===== src/rtl/pipe_pkg.sv =====
`default_nettype none
// ============================================================================
// Module      : pipe_pkg
// Description : Shared types and constants for the 5-stage pipeline controller.
// Revision    : 1.0 - initial release
// ============================================================================
package pipe_pkg;

    typedef enum logic [1:0] {
        FWD_RF  = 2'd0,
        FWD_MEM = 2'd1,
        FWD_WB  = 2'd2
    } fwd_sel_e;

    localparam int unsigned PC_STEP = 4;

    // The youngest producer holds the newest value, so EX/MEM beats MEM/WB.
    function automatic fwd_sel_e fwd_pick(input logic mem_hit, input logic wb_hit);
        if (mem_hit) begin
            return FWD_MEM;
        end else if (wb_hit) begin
            return FWD_WB;
        end
        return FWD_RF;
    endfunction

endpackage
`default_nettype wire


===== src/rtl/hazard_cmp.sv =====
`default_nettype none
// ============================================================================
// Module      : hazard_cmp
// Description : Matches one source register against the EX, MEM and WB
//               destinations; returns {ex, mem, wb} hit bits.
// Revision    : 1.0 - initial release
// ============================================================================
module hazard_cmp
    import pipe_pkg::*;
#(
    parameter int RIDX_W = 5
) (
    input  logic [RIDX_W-1:0] i_src,
    input  logic [RIDX_W-1:0] i_ex_rd,
    input  logic              i_ex_we,
    input  logic              i_ex_v,
    input  logic [RIDX_W-1:0] i_mem_rd,
    input  logic              i_mem_we,
    input  logic              i_mem_v,
    input  logic [RIDX_W-1:0] i_wb_rd,
    input  logic              i_wb_we,
    input  logic              i_wb_v,
    output logic [2:0]        o_match
);

    // Register 0 is hardwired, so it can never carry a dependency.
    logic w_src_nz;

    assign w_src_nz   = |i_src;
    assign o_match[2] = w_src_nz & i_ex_v  & i_ex_we  & (i_src == i_ex_rd);
    assign o_match[1] = w_src_nz & i_mem_v & i_mem_we & (i_src == i_mem_rd);
    assign o_match[0] = w_src_nz & i_wb_v  & i_wb_we  & (i_src == i_wb_rd);

endmodule
`default_nettype wire


===== src/rtl/pipe_hazard_ctrl.sv =====
`default_nettype none
// ============================================================================
// Module      : pipe_hazard_ctrl
// Description : PC, stage valids, advance enables, interlocks, forwarding
//               selects, sticky halt and stall counter for a 5-stage core.
// Revision    : 1.0 - initial release
// ============================================================================
module pipe_hazard_ctrl
    import pipe_pkg::*;
#(
    parameter int              XLEN     = 32,
    parameter int              RIDX_W   = 5,
    parameter logic [XLEN-1:0] RESET_PC = '0,
    parameter bit              FWD_EN   = 1'b1,
    parameter int              CNT_W    = 16
) (
    input  logic              clk,
    input  logic              reset,
    input  logic              imem_ready,
    input  logic              dmem_busy,
    input  logic [RIDX_W-1:0] id_rs,
    input  logic [RIDX_W-1:0] id_rt,
    input  logic              id_uses_rs,
    input  logic              id_uses_rt,
    input  logic [RIDX_W-1:0] ex_rs,
    input  logic [RIDX_W-1:0] ex_rt,
    input  logic [RIDX_W-1:0] ex_rd,
    input  logic [RIDX_W-1:0] mem_rd,
    input  logic [RIDX_W-1:0] wb_rd,
    input  logic              ex_regwrite,
    input  logic              mem_regwrite,
    input  logic              wb_regwrite,
    input  logic              ex_memread,
    input  logic              redirect_valid,
    input  logic [XLEN-1:0]   redirect_pc,
    input  logic              wb_halt,
    output logic [XLEN-1:0]   pc,
    output logic              en_if,
    output logic              en_id,
    output logic              en_ex,
    output logic              en_mem,
    output logic              en_wb,
    output logic              v_id,
    output logic              v_ex,
    output logic              v_mem,
    output logic              v_wb,
    output logic [1:0]        fwd_a,
    output logic [1:0]        fwd_b,
    output logic              halted,
    output logic [CNT_W-1:0]  stall_count
);

    localparam logic [2:0] c_MODE_FREEZE    = 3'd0;
    localparam logic [2:0] c_MODE_MEMWAIT   = 3'd1;
    localparam logic [2:0] c_MODE_REDIRECT  = 3'd2;
    localparam logic [2:0] c_MODE_INTERLOCK = 3'd3;
    localparam logic [2:0] c_MODE_FETCHWAIT = 3'd4;
    localparam logic [2:0] c_MODE_RUN       = 3'd5;

    localparam logic [CNT_W-1:0] c_CNT_MAX = {CNT_W{1'b1}};

    logic [XLEN-1:0]  r_pc;
    logic             r_v_id;
    logic             r_v_ex;
    logic             r_v_mem;
    logic             r_v_wb;
    logic             r_halted;
    logic [CNT_W-1:0] r_stall_count;

    logic [2:0] w_id_rs_hit;
    logic [2:0] w_id_rt_hit;
    logic [2:0] w_ex_rs_hit;
    logic [2:0] w_ex_rt_hit;
    logic       w_interlock;
    logic [2:0] w_mode;
    logic       w_stall_inc;
    logic       w_unused_hits;

    hazard_cmp #(.RIDX_W(RIDX_W)) u_cmp_id_rs (
        .i_src   (id_rs),
        .i_ex_rd (ex_rd),  .i_ex_we (ex_regwrite),  .i_ex_v (r_v_ex),
        .i_mem_rd(mem_rd), .i_mem_we(mem_regwrite), .i_mem_v(r_v_mem),
        .i_wb_rd (wb_rd),  .i_wb_we (wb_regwrite),  .i_wb_v (r_v_wb),
        .o_match (w_id_rs_hit)
    );

    hazard_cmp #(.RIDX_W(RIDX_W)) u_cmp_id_rt (
        .i_src   (id_rt),
        .i_ex_rd (ex_rd),  .i_ex_we (ex_regwrite),  .i_ex_v (r_v_ex),
        .i_mem_rd(mem_rd), .i_mem_we(mem_regwrite), .i_mem_v(r_v_mem),
        .i_wb_rd (wb_rd),  .i_wb_we (wb_regwrite),  .i_wb_v (r_v_wb),
        .o_match (w_id_rt_hit)
    );

    hazard_cmp #(.RIDX_W(RIDX_W)) u_cmp_ex_rs (
        .i_src   (ex_rs),
        .i_ex_rd (ex_rd),  .i_ex_we (ex_regwrite),  .i_ex_v (r_v_ex),
        .i_mem_rd(mem_rd), .i_mem_we(mem_regwrite), .i_mem_v(r_v_mem),
        .i_wb_rd (wb_rd),  .i_wb_we (wb_regwrite),  .i_wb_v (r_v_wb),
        .o_match (w_ex_rs_hit)
    );

    hazard_cmp #(.RIDX_W(RIDX_W)) u_cmp_ex_rt (
        .i_src   (ex_rt),
        .i_ex_rd (ex_rd),  .i_ex_we (ex_regwrite),  .i_ex_v (r_v_ex),
        .i_mem_rd(mem_rd), .i_mem_we(mem_regwrite), .i_mem_v(r_v_mem),
        .i_wb_rd (wb_rd),  .i_wb_we (wb_regwrite),  .i_wb_v (r_v_wb),
        .o_match (w_ex_rt_hit)
    );

    // With forwarding only a load in EX must stall its consumer; without it
    // any in-flight producer does.
    generate
        if (FWD_EN) begin : g_fwd
            assign w_interlock = ex_memread &
                                 ((id_uses_rs & w_id_rs_hit[2]) |
                                  (id_uses_rt & w_id_rt_hit[2]));
            assign fwd_a = fwd_pick(w_ex_rs_hit[1], w_ex_rs_hit[0]);
            assign fwd_b = fwd_pick(w_ex_rt_hit[1], w_ex_rt_hit[0]);
        end else begin : g_no_fwd
            assign w_interlock = (id_uses_rs & (|w_id_rs_hit)) |
                                 (id_uses_rt & (|w_id_rt_hit));
            assign fwd_a = FWD_RF;
            assign fwd_b = FWD_RF;
        end
    endgenerate

    assign w_unused_hits = ^{w_id_rs_hit, w_id_rt_hit, w_ex_rs_hit, w_ex_rt_hit, ex_memread};

    always_comb begin
        w_mode = c_MODE_RUN;
        if (reset || r_halted) begin
            w_mode = c_MODE_FREEZE;
        end else if (dmem_busy) begin
            w_mode = c_MODE_MEMWAIT;
        end else if (redirect_valid) begin
            w_mode = c_MODE_REDIRECT;
        end else if (w_interlock) begin
            w_mode = c_MODE_INTERLOCK;
        end else if (!imem_ready) begin
            w_mode = c_MODE_FETCHWAIT;
        end
    end

    always_comb begin
        en_if       = 1'b0;
        en_id       = 1'b0;
        en_ex       = 1'b0;
        en_mem      = 1'b0;
        en_wb       = 1'b0;
        w_stall_inc = 1'b0;
        case (w_mode)
            c_MODE_MEMWAIT: begin
                w_stall_inc = 1'b1;
            end
            c_MODE_INTERLOCK: begin
                en_ex       = 1'b1;
                en_mem      = 1'b1;
                en_wb       = 1'b1;
                w_stall_inc = 1'b1;
            end
            c_MODE_FETCHWAIT: begin
                en_id       = 1'b1;
                en_ex       = 1'b1;
                en_mem      = 1'b1;
                en_wb       = 1'b1;
                w_stall_inc = 1'b1;
            end
            c_MODE_REDIRECT, c_MODE_RUN: begin
                en_if  = 1'b1;
                en_id  = 1'b1;
                en_ex  = 1'b1;
                en_mem = 1'b1;
                en_wb  = 1'b1;
            end
            default: begin
                en_if = 1'b0;
            end
        endcase
    end

    always_ff @(posedge clk) begin
        if (reset) begin
            r_pc          <= RESET_PC;
            r_v_id        <= 1'b0;
            r_v_ex        <= 1'b0;
            r_v_mem       <= 1'b0;
            r_v_wb        <= 1'b0;
            r_halted      <= 1'b0;
            r_stall_count <= '0;
        end else begin
            if (r_v_wb && wb_halt) begin
                r_halted <= 1'b1;
            end
            if (w_stall_inc && (r_stall_count != c_CNT_MAX)) begin
                r_stall_count <= r_stall_count + CNT_W'(1);
            end
            case (w_mode)
                c_MODE_REDIRECT: begin
                    r_pc    <= redirect_pc;
                    r_v_id  <= 1'b0;
                    r_v_ex  <= 1'b0;
                    r_v_mem <= 1'b0;
                    r_v_wb  <= r_v_mem;
                end
                c_MODE_INTERLOCK: begin
                    r_v_ex  <= 1'b0;
                    r_v_mem <= r_v_ex;
                    r_v_wb  <= r_v_mem;
                end
                c_MODE_FETCHWAIT: begin
                    r_v_id  <= 1'b0;
                    r_v_ex  <= r_v_id;
                    r_v_mem <= r_v_ex;
                    r_v_wb  <= r_v_mem;
                end
                c_MODE_RUN: begin
                    r_pc    <= r_pc + XLEN'(PC_STEP);
                    r_v_id  <= 1'b1;
                    r_v_ex  <= r_v_id;
                    r_v_mem <= r_v_ex;
                    r_v_wb  <= r_v_mem;
                end
                default: begin
                    r_pc <= r_pc;
                end
            endcase
        end
    end

    assign pc          = r_pc;
    assign v_id        = r_v_id;
    assign v_ex        = r_v_ex;
    assign v_mem       = r_v_mem;
    assign v_wb        = r_v_wb;
    assign halted      = r_halted;
    assign stall_count = r_stall_count;

endmodule
`default_nettype wire


===== config.mk =====
export PLATFORM = sky130hd
export DESIGN_NAME = pipe_hazard_ctrl
export DESIGN_NICKNAME = d
export VERILOG_FILES = /design/src/rtl/pipe_pkg.sv /design/src/rtl/hazard_cmp.sv /design/src/rtl/pipe_hazard_ctrl.sv
export SDC_FILE = /design/constraint.sdc
export NUM_CORES = 1
export LEC_CHECK = 0
export ABC_AREA = 1
export BUFFER_PORTS_ARGS = -buffer_cell sky130_fd_sc_hd__buf_2
export CAP_MARGIN = 10
export CORE_ASPECT_RATIO = 1.5
export CORE_MARGIN = 2
export CORE_UTILIZATION = 51
export DETAILED_ROUTE_END_ITERATION = 8
export PLACE_DENSITY = 0.93
export SLEW_MARGIN = 20
export SYNTH_ARGS = -nofsm -noshare
export SYNTH_HDL_FRONTEND = slang
export SYNTH_SLANG_ARGS = --single-unit

===== constraint.sdc =====
create_clock -name clk -period 2.6 [get_ports clk]
set_input_delay 0.52 -clock clk [delete_from_list [all_inputs] [get_ports clk]]
set_output_delay 0.52 -clock clk [all_outputs]
set_load 0.03 [all_outputs]

==> metrics.cfg <==
[finish]
final_nets = 848
n_antenna_cell = 0
drive_above_1_share = 0.2630
finalNonFillerCells = 870
stdcell_area_um2 = 5007
area_growth_pct = 23.71

[synth]
ys_types = 39
syn-cell-area_um2 = 4048
synth-main-ff-cell = dfxtp_1
yosysWarnings = 0
yosysMostFrequentCell = nand2_1
yosysTopAreaCellShare = 0.2621
synth_common_cells = nand2_1 (130), nor2_1 (112), inv_1 (65)
synth_fp_nets = 715
async_flop_share = 0
postSynthAreaPerCell_um2 = 6.384
ys_seq_area_frac = 0.2621
synthCells = 634
synth_area_leaders = dfxtp_1 (26%), nand2_1 (12%), nor2_1 (10%), xor2_1 (8.0%), nand3_1 (6.1%)
yosysTopAreaCell = dfxtp_1
synth-seq-cells = 53
synth-edff-count = 0

[die]
rows = 39
core_area_um2 = 7661
ios = 141
initial_utilization = 0.5283
die_h_um = 113.1
die_x_um = 76.74
die_area_um2 = 8680

[global_route]
grt-ovfl-total = 0
grt_pass1_wl_um = 19760
first_global_vias = 4444
antenna_found_initial = 0
grtUsageTotal = 0.2775
grt_max_degree = 49

[timing]
fin_skew_ps = 8.269
relSlewSlack = 0.4642
rsz0062_at_grt = false
slew_violations = 0
fin_crit_ps = 2471
timing.hold.ws_ps = 466.7
worstMarginPinSlew_ps = 802.8
finalSetupViolCount = 0
finalHoldViolations = 0
tns_ps = 0
finalCritPeriodShare = 0.9503
fmax_ghz = 0.4047

[run_status]
status = complete, no violations

[worst_setup_path]
path_cells = nor2_8, nand2_1, inv_2, nand3_2, inv_2, nand3_4, nand2_4, buf_4
critPathSlowestCell = dfxtp_1
crit_path_start = halted$_SDFFE_PP0P_
path_class = flop to primary output
path_common_cell = inv_2
timing.rr.start = stall_count[0]$_SDFFE_PP0P_
worst_ep_arrival_time_ps = 1950
start_kind = flop
crit_required_ps = 2080
path_max_fanout = 7
endpoint_kind = primary output
slowest_delay_ps = 390

[route]
dr.first_iter.drc_count = 315
drc = 0
dr.pass1.iters = 7
ant_nets = 0
avgViaCountPerCell = 5.395
wl_um = 12060
wl_per_cell_um = 13.87
vias = 4694

[placement]
port_buffers = 140
placedCellCount = 859
place.gp.congestion = 0.9554
placed_cell_area_um2 = 4775
dp_hpwl_um = 9108

[flow_run]
drv_cap = 0

[clock_tree]
clock_path_buffers = 2
cts_hold_buf = 0
cts.sinks = 53
cts_tree = built
clk_latency_ps = 300
cts-htree-levels = 2
cts-root-buf = clkbuf_16
cts_buffers = 5
clk_pin_slew_worst_paths_ps = 70

[pwr]
power_density_nw_per_um2 = 428.5
peakVddDrop_uv = 333.1
leakagePower_nw = 2.351
power_w = 0.002146

[worst_hold_path]
hp-class = input pin to flop
min_from = wb_halt

sequential cells by signal, indices dropped and copies added, names as in the netlist:
register and cells:
v_ex 1, v_id 1, v_mem 1, halted 1, stall_count 16, pc 32
v_wb 1
per-layer routing:
metal	routed length, um	global-route usage
met1	4539	0.2901
met2	6514	0.5351
met5	0	0
met3	525	0.03349
met4	482	0.1406
power by group:
part / leakage [nW] / internal (W) / switching [W]
combinational: 1.83 / 0.000147 / 0.000263
clock: 0.0938 / 0.000550 / 0.000311
sequential: 0.431 / 0.000838 / 0.0000369
what timing repair did:
action                                  in CTS  in global routing
endpoints found under the hold margin        0                  0
buffers inserted                             0                  3
resized for setup                            0                  6
endpoints found under the setup margin       0                  2
kinds of logic after synthesis:
| kind of cell | count (synthesis) | synth area share |
|---|---|---|
| adder cells (fa/ha/maj) | 2 | 0.006181 |
| buffers and inverters | 95 | 0.1110 |
| flip-flops | 53 | 0.2621 |
| AND/OR/NAND/NOR | 368 | 0.4204 |
| XOR/XNOR | 46 | 0.09954 |
| AO/OA/AOI/OAI | 70 | 0.1008 |
final timing paths:
path	endpoint	slack, ps	depth (start not counted)
hold / removal	halted$_SDFFE_PP0P_	470	3
setup / recovery	en_if	130	8
setup reg to reg	stall_count[3]$_SDFFE_PP0P_	390	9
hold reg to reg	pc[0]$_SDFFE_PP0P_	490	2
cells in the final DEF, fill, tap and decap left out, types with 11 or more instances in the layout:
master / instances
a21oi_1: 25
buf_2: 139
buf_4: 11
dfxtp_1: 52
inv_1: 65
nand2_1: 130
nand3_1: 49
nand4_1: 23
nor2_1: 112
nor3_1: 19
o21ai_0: 13
o21ai_1: 15
xor2_1: 37
layout make-up:
cell class / instances / area, um2
Fill cell: 693 / 2654
Multi-Input combinational cell: 486 / 2566
Sequential cell: 53 / 1062
Timing Repair Buffer: 151 / 798.3
Inverter: 70 / 262.8
Tap cell: 102 / 127.6
Clock buffer: 5 / 125.1
Clock inverter: 3 / 65.06
stage by stage:
step	setup WS [ps]	util
after floorplan	107.4	-
after global placement	199.0	0.6232
after detailed placement	153.6	0.6232
after CTS	38.79	0.6480
after global routing	9.417	0.6536
final	129.1	0.6536
worst max-delay path: cells and delay by family, from the launching register on:
family	cells	cell delay (ps)
simple gates	5	770
buf+inv	3	490
flops	1	390
Note: power is estimated with default switching activity, not from simulation.
